--- src/rtl/ripple_count_capture_if.sv ---
// Capture request / settled-count handshake between a consumer and ripple_count_capture.
interface ripple_count_capture_if;
  logic       capture_req;
  logic       out_ready;
  logic [3:0] count_out;
  logic       count_valid;

  modport master (
    output capture_req,
    output out_ready,
    input  count_out,
    input  count_valid
  );

  modport slave (
    input  capture_req,
    input  out_ready,
    output count_out,
    output count_valid
  );
endinterface

--- src/rtl/ripple_count_capture.sv ---
// Synchronises an asynchronous 4-bit ripple counter, accepts only settled values,
// tallies 15->0 wraps and hands out one settled count per request.
module ripple_count_capture #(
  parameter int unsigned SYNC_STAGES   = 2,
  parameter int unsigned STABLE_CYCLES = 3,
  parameter int unsigned TIMEOUT       = 16,
  parameter int unsigned WRAP_W        = 8
) (
  input  logic                      clk,
  input  logic                      reset_n,
  input  logic [3:0]                ripple_in,
  ripple_count_capture_if.slave     bus,
  output logic                      wrap_pulse,
  output logic [WRAP_W-1:0]         wrap_count,
  output logic                      glitch_err
);

  localparam int unsigned STAB_W = $clog2(STABLE_CYCLES + 1);
  localparam int unsigned TMO_W  = $clog2(TIMEOUT + 1);

  typedef enum logic [1:0] {IDLE, WAIT_STABLE, HOLD} state_e;

  logic [SYNC_STAGES-1:0][3:0] sync_q, sync_d;
  logic [3:0]                  s_q, s_d;
  logic [STAB_W-1:0]           stab_q, stab_d;
  logic [3:0]                  acc_q;
  logic [TMO_W-1:0]            tmo_q;
  state_e                      state_q;
  logic                        stable, accept, wrap_hit;

  // s_d is the value s will take on this edge, so stab_q counts cycles s_q has held
  assign sync_d   = {sync_q[SYNC_STAGES-2:0], ripple_in};
  assign s_q      = sync_q[SYNC_STAGES-1];
  assign s_d      = sync_q[SYNC_STAGES-2];
  assign stable   = (stab_q == STAB_W'(STABLE_CYCLES));
  assign accept   = stable && (s_q != acc_q);
  assign wrap_hit = accept && (s_q < acc_q);

  always_comb begin
    stab_d = STAB_W'(1);
    if (s_d == s_q) begin
      stab_d = stable ? stab_q : stab_q + STAB_W'(1);
    end
  end

  // Synchroniser, stability filter, accepted value and wrap tally
  always_ff @(posedge clk or negedge reset_n) begin
    if (!reset_n) begin
      sync_q     <= '0;
      stab_q     <= '0;
      acc_q      <= '0;
      wrap_pulse <= 1'b0;
      wrap_count <= '0;
    end else begin
      sync_q     <= sync_d;
      stab_q     <= stab_d;
      wrap_pulse <= wrap_hit;
      if (accept) begin
        acc_q <= s_q;
      end
      if (wrap_hit && (wrap_count != '1)) begin
        wrap_count <= wrap_count + WRAP_W'(1);
      end
    end
  end

  // Capture FSM; requests outside IDLE are dropped
  always_ff @(posedge clk or negedge reset_n) begin
    if (!reset_n) begin
      state_q         <= IDLE;
      tmo_q           <= '0;
      bus.count_out   <= '0;
      bus.count_valid <= 1'b0;
      glitch_err      <= 1'b0;
    end else begin
      glitch_err <= 1'b0;
      case (state_q)
        IDLE: begin
          if (bus.capture_req) begin
            state_q <= WAIT_STABLE;
            tmo_q   <= '0;
          end
        end
        WAIT_STABLE: begin
          if (stable) begin
            bus.count_out   <= s_q;
            bus.count_valid <= 1'b1;
            state_q         <= HOLD;
          end else if (tmo_q == TMO_W'(TIMEOUT - 1)) begin
            glitch_err <= 1'b1;
            state_q    <= IDLE;
          end else begin
            tmo_q <= tmo_q + TMO_W'(1);
          end
        end
        HOLD: begin
          if (bus.count_valid && bus.out_ready) begin
            bus.count_valid <= 1'b0;
            state_q         <= IDLE;
          end
        end
        default: state_q <= IDLE;
      endcase
    end
  end

endmodule

--- src/flat_wrapper.sv ---
// flat-port wrapper written by rule: the top's interface ports become plain ports
module ripple_count_capture_flat 
#(
  parameter int unsigned SYNC_STAGES   = 2,
  parameter int unsigned STABLE_CYCLES = 3,
  parameter int unsigned TIMEOUT       = 16,
  parameter int unsigned WRAP_W        = 8
)
  (clk, reset_n, ripple_in, wrap_pulse, wrap_count, glitch_err, bus_capture_req, bus_out_ready, bus_count_out, bus_count_valid);
  ripple_count_capture_if bus_i ();
  input  logic clk;
  input  logic reset_n;
  input  logic [3:0] ripple_in;
  output logic wrap_pulse;
  output logic [WRAP_W-1:0] wrap_count;
  output logic glitch_err;
  input wire logic [$bits(bus_i.capture_req)-1:0] bus_capture_req;
  input wire logic [$bits(bus_i.out_ready)-1:0] bus_out_ready;
  output wire logic [$bits(bus_i.count_out)-1:0] bus_count_out;
  output wire logic [$bits(bus_i.count_valid)-1:0] bus_count_valid;
  assign bus_i.capture_req = bus_capture_req;
  assign bus_i.out_ready = bus_out_ready;
  assign bus_count_out = bus_i.count_out;
  assign bus_count_valid = bus_i.count_valid;
  ripple_count_capture #(.SYNC_STAGES(SYNC_STAGES), .STABLE_CYCLES(STABLE_CYCLES), .TIMEOUT(TIMEOUT), .WRAP_W(WRAP_W)) u_core (.clk(clk), .reset_n(reset_n), .ripple_in(ripple_in), .bus(bus_i), .wrap_pulse(wrap_pulse), .wrap_count(wrap_count), .glitch_err(glitch_err));
endmodule
--- config.mk ---
export PLATFORM = sky130hd
export DESIGN_NAME = ripple_count_capture_flat
export DESIGN_NICKNAME = d
export VERILOG_FILES = /design/src/rtl/ripple_count_capture_if.sv /design/src/rtl/ripple_count_capture.sv /design/src/flat_wrapper.sv
export SDC_FILE = /design/constraint.sdc
export NUM_CORES = 1
export LEC_CHECK = 0
export ABC_AREA = 1
export CAP_MARGIN = 20
export CORE_ASPECT_RATIO = 1.5
export CORE_MARGIN = 2
export CORE_UTILIZATION = 25
export DETAILED_ROUTE_END_ITERATION = 12
export GPL_ROUTABILITY_DRIVEN = 1
export HOLD_SLACK_MARGIN = 0.06
export SLEW_MARGIN = 30
export SYNTH_ARGS = -nofsm -noshare
export SYNTH_HDL_FRONTEND = slang
export SYNTH_SLANG_ARGS = --single-unit
--- constraint.sdc ---
create_clock -name clk -period 2 [get_ports clk]
set_clock_uncertainty 0.2 [all_clocks]
set_input_delay 0.3 -clock clk [delete_from_list [all_inputs] [get_ports clk]]
set_output_delay 0.3 -clock clk [all_outputs]
set_load 0.005 [all_outputs]
# [Yosys cells after proc, flatten, opt, wreduce, memory -nomap -nowiden]
# Cells that the tools add are included.
[totals] ff_bits=36 latch_bits=0 ramBits=0 rom_bits=0 output_inout_bits=15 elab_cells=57 mem_count=0
[op_classes] addsub=3 mul=0 n_div=0 order_cmp=1 eq_ne=14 shift=0 n_mux=17 bitwise=0 n_reduce_logical=11
[op_table] operator="5-bit two-way mux" count=3
[op_table] operator="2-bit two-way mux" count=6
[op_table] operator="5-bit case mux with 2 select lines" count=1
[op_table] operator="8-bit by 1-bit adder with 8-bit output (second input constant)" count=1
[op_table] operator="2-bit != test (second input constant)" count=4
[op_table] operator="8-bit != test (second input constant)" count=1
[op_table] operator="2-bit case mux with 3 select lines" count=1
[op_table] operator="3-bit AND reduction" count=2
[op_table] operator="5-bit by 1-bit adder with 5-bit output (second input constant)" count=1
[op_table] operator="5-bit by 4-bit equality test with 1-bit output (second input constant)" count=1
[op_table] operator="1-bit two-way mux" count=5
[op_table] operator="2-bit equality test (second input constant)" count=2
[op_table] operator="4-bit equality test" count=1
[op_table] operator="1-bit logical AND" count=4
[op_table] operator="4-bit less-than comparator" count=1
[op_table] operator="2-bit by 1-bit != test with 1-bit output (second input constant)" count=2
[op_table] operator="4-bit != test" count=1
[op_table] operator="4-bit AND reduction" count=1
[op_table] operator="2-bit nonzero test" count=2
[op_table] operator="3-bit by 1-bit != test with 1-bit output (second input constant)" count=1
[op_table] operator="2-bit by 1-bit adder with 2-bit output (second input constant)" count=1
[op_table] operator="2-bit by 1-bit equality test with 1-bit output (second input constant)" count=1
[op_table] operator="2-bit logical NOT" count=1
[op_table] operator="1-bit case mux with 2 select lines" count=1
[op_table] operator="2-bit AND reduction" count=1

# [Logic depth before layout (Yosys ltp)]
[logic_depth] word_depth=4 mapped_depth=10

# [Worst setup path before layout]
# No wires, ideal clock.
[synth_timing] path_type="reg-to-reg" start="register u_core.tmo_q[0]" end="register u_core.tmo_q[0]" setup_ns=0.123 arrival_time_ns=1.298 required_ns=1.677 setup_slack_ns=0.379 path_stages_with_launch=11 n_path_buf=0 synth_period_minus_slack_ns=1.621 cell_sequence="dfrtp_1 ha_1 nand2_1 nor2_1 ha_1 inv_1 nand3_2 nand2_2 inv_2 nand2_1 o21ai_1"
[synth_via] elab_chain_cells=4 elab_cells_between_ends=7 classes_between="add/sub (1); eq/ne (2); mux (3); reduce/logical (1)"
[synth_rtl] element="from (decl)" line="ripple_count_capture.sv:27" text="logic [TMO_W-1:0] tmo_q;"
[synth_rtl] element="from (signal assigned)" line="ripple_count_capture.sv:93" text="tmo_q <= tmo_q + TMO_W'(1);"
[synth_rtl] element="5-bit by 1-bit adder with 5-bit output" line="ripple_count_capture.sv:93"
[synth_rtl] element="5-bit two-way mux" line="ripple_count_capture.sv:89" text="end else if (tmo_q == TMO_W'(TIMEOUT - 1)) begin"
[synth_rtl] element="5-bit two-way mux" line="ripple_count_capture.sv:85" text="if (stable) begin"
[synth_rtl] element="5-bit case mux with 2 select lines" line="ripple_count_capture.sv:77" text="case (state_q)"
# Several ways; a longest one is shown, not always the timed one. The select of a mux whose other input is x is not followed.
# A chain may end at the register's enable or synchronous reset.

# [Final worst setup path]
[layout_timing] start="register u_core.wrap_count[4]" end="output port wrap_count[4]"
[layout_rtl] element="from (decl)" line="ripple_count_capture.sv:14" text="output logic [WRAP_W-1:0] wrap_count,"
[layout_rtl] element="from (signal assigned)" line="ripple_count_capture.sv:62" text="wrap_count <= wrap_count + WRAP_W'(1);"
[layout_rtl] element="to (decl)" line="flat_wrapper.sv:15" text="output logic [WRAP_W-1:0] wrap_count;"
# No word-level cell between the ends.

==> flow_summary_export.csv <==
group,metric,value,unit
outcome,status,"completed",
pwr,switchingPower,728,uW
final_layout,stdcell_count,301,
floorplanning,dieArea,7640,um^2
critical_path,crit_required,1.50,ns
floorplanning,row_count,37,
grt,grt_use_total,9.51,%
pwr,switching_share,33.0,%
clock_tree,insertion_delay,0.29,ns
critical_path,regToRegSetupSlack,0.22,ns
worst_hold_path,holdCritPathClass,"flip-flop to flip-flop",
grt,met2_usage,14.6,%
grt,grt.busiest_layer,"met2",
clock_tree,cts.sink_count,36,
pwr,p_seq_share,45.8,%
yosys,yosys.area_share.simple,27.7,%
drt,vias,1300,
grt,grtUsageMet3,3.13,%
pwr,p_comb_share,30.3,%
grt,grt_max_degree,37,
critical_path,criticalPathCategory,"flip-flop to primary output",
placed_design,dpl-instance-area,2050,um^2
drt,drt-total-wl,3230,um
timing,period_share,89.5,%
final_layout,fin_nets,238,
yosys,async_reset_ff_share,100,%
final_layout,area_delta_synth_final,23.5,%
yosys,synth_edf_count,0,
drt,drt_pass1_iterations,4,
final_layout,drive_above_1_share,12.1,%
pwr,p_int,1480,uW
critical_path,crit_path_start_kind,"flip-flop",
worst_hold_path,holdPathStages,0,
timing,max_slew_margin,69.4,%
yosys,yosysWarnings,0,
placed_design,port_buffers,22,
clock_tree,cts_tree,"built",
timing,worst_slew_pin_slew,0.460,ns
floorplanning,coreArea,6810,um^2
floorplanning,pin_count,23,
pwr,p_per_area,1030,nW/um^2
yosys,synth_mux_area_share,0,%
pwr,leakagePower,0.00101,uW
yosys,yosysMostFrequentCell,"nand2_1",
critical_path,path_delay_family,"buffers and inverters",
yosys,ys_ff_latch,36,
pwr,peakVddDrop,0.345,mV
critical_path,crit_path_max_fanout,5,
drt,antenna_left,0,
placed_design,dpl.cell_count,293,
yosys,avgSynthCellArea,9.00,um^2
yosys,yosys.area.top_type,"dfrtp_1",
final_layout,fin_area,2140,um^2
clock_tree,cts-resized-gates,0,
clock_tree,cts.path.max_buffers,2,
timing,maxSlewViolCount,0,
timing,fin_setup_tns,0,ns
timing,period_needed,1.79,ns
yosys,synth_cells,193,
critical_path,crit_slowest_cell,"clkdlybuf4s50_1",
grt,grt_overflow,0,
critical_path,crit_buf_inv,1,
clock_tree,cts_hold_buf,0,
critical_path,rr_worst_depth,10,
critical_path,path_cells,"clkdlybuf4s50_1",
floorplanning,fp.dieW,72.1,um
drt,post-route-drc-count,0,
placed_design,hpwlAfterDp,2340,um
critical_path,cp.depth,1,
yosys,synth_area_leaders,"dfrtp_1 (52%), nand2_1 (12%), ha_1 (5.8%)",
yosys,synth_flop_cell,"dfrtp_1",
critical_path,end_kind,"primary output",
drt,drt_iter0_drc,114,
timing,setup-violations-final,0,
floorplanning,start_util,25.5,%
yosys,synthDistinctLibCells,25,
yosys,synth_top_family_by_area,"simple AND/OR/NAND/NOR gates",
floorplanning,fp.dieH,106,um
pwr,clkPwrFrac,23.9,%
grt,antenna_found_initial,0,
yosys,syn_nets,209,
clock_tree,htreeDepth,2,
yosys,synth_area,1740,um^2
yosys,synth-compound-area-share,5.76,%
timing,fmax,558,MHz
timing,hold_viol,0,
timing,whs,0.189,ns
yosys,synthAdderAreaFrac,5.76,%
drt,wire_per_inst,10.7,um
drt,routed_via_density,4.32,
run,maxCapViolCount,0,
clock_tree,root_buffer,"clkbuf_8",
critical_path,crit_arrival,1.29,ns
timing,grt_setup_unrepaired,"false",
yosys,synth-xor-area-share,3.53,%
final_layout,diodes,0,
clock_tree,numCtsBuffers,5,
grt,grt_pass1_vias,1208,
clock_tree,cts_setup_buffers,0,
yosys,synth_top_area_share,51.9,%
placed_design,gp_congestion,0.755,
yosys,yosysSeqAreaShare,51.9,%
critical_path,worst_path_largest_cell_delay,0.54,ns
grt,grt_pass1_wl,5620,um
final_layout,n_fill_cell,714,
clock_tree,clk_pin_slew,0.07,ns
grt,use_met1,11.9,%
yosys,synth_common_cells,"nand2_1 (57), dfrtp_1 (36), inv_1 (17), nand3_1 (15), nor2_1 (11)",
flip-flops by register name, summed over array words and instances, names as in the netlist:
register	flops
u_core.acc_q	4
u_core.bus.count_out	4
u_core.bus.count_valid	1
u_core.glitch_err	1
u_core.s_d	4
u_core.s_q	4
u_core.stab_q	2
u_core.state_q	2
u_core.tmo_q	5
u_core.wrap_count	8
u_core.wrap_pulse	1
logic make-up (layout without fill, tap and decap cells):
family / Yosys count / after routing
buffers and inverters: 24 / 54
xor gates and xnor gates: 7 / 7
AOI/OAI and AO/OA: 17 / 17
DFF: 36 / 36
and+or+nand+nor: 101 / 101
adders and majority gates: 8 / 8
layout make-up:
type / count / area, um^2 / share of cell area, %
timing repair buffer: 23 / 228 / 10.6
tap: 78 / 97.6 / 4.55
clock buffer: 8 / 90.1 / 4.20
multi-input combinational: 133 / 742 / 34.6
sequential: 36 / 901 / 42.0
inverter: 23 / 86.3 / 4.03
placed cells by master (no fill, tap or decap), types with 2 or more instances in the layout:
cell | Yosys | final
dfrtp_1 | 36 | 36
nor2_1 | 11 | 11
clkbuf_8 | 0 | 6
nand4_1 | 3 | 3
clkdlybuf4s50_1 | 0 | 22
nand3_1 | 15 | 15
inv_2 | 6 | 6
o21ai_1 | 8 | 8
o21ai_0 | 6 | 6
nor2_4 | 3 | 3
nand2_1 | 57 | 57
clkbuf_1 | 0 | 2
nand2_2 | 5 | 5
inv_1 | 17 | 17
ha_1 | 8 | 8
xor2_1 | 6 | 6
per-stage QoR:
stage	utilization [%]	setup slack (ns)	total power (uW)
4_1_cts	31.5	0.184	2250
2_1_floorplan	-	0.379	1440
6_report	31.5	0.209	2210
3_3_place_gp	30.2	0.232	1690
3_5_place_dp	30.2	0.226	1710
5_1_grt	31.5	0.0591	2390
power by group through the flow:
stage	combinational (uW)	clock [uW]	sequential, uW
final	669	529	1010
after global routing	780	578	1030
after CTS	686	554	1010
after detailed placement	685	0	1020
after global placement	665	0	1020
after floorplan	435	0	1010
per-layer routing:
metal	vias to the layer above	routed length, um
li1	673	-
met3	7	172
met2	27	1560
met4	0	68
met5	-	0
met1	593	1430
path summary, 6_finish.rpt:
| check | start | end |
|---|---|---|
| min in group asynchronous | reset_n | u_core.state_q[0] |
| max reg2reg | u_core.tmo_q[0] | u_core.tmo_q[0] |
| min reg2reg | u_core.s_d[1] | u_core.s_q[1] |
| max in group asynchronous | reset_n | u_core.bus.count_out[1] |
| min | u_core.s_d[1] | u_core.s_q[1] |
| max | u_core.wrap_count[4] | wrap_count[4] |
Note: power is estimated with default switching activity, not from simulation.
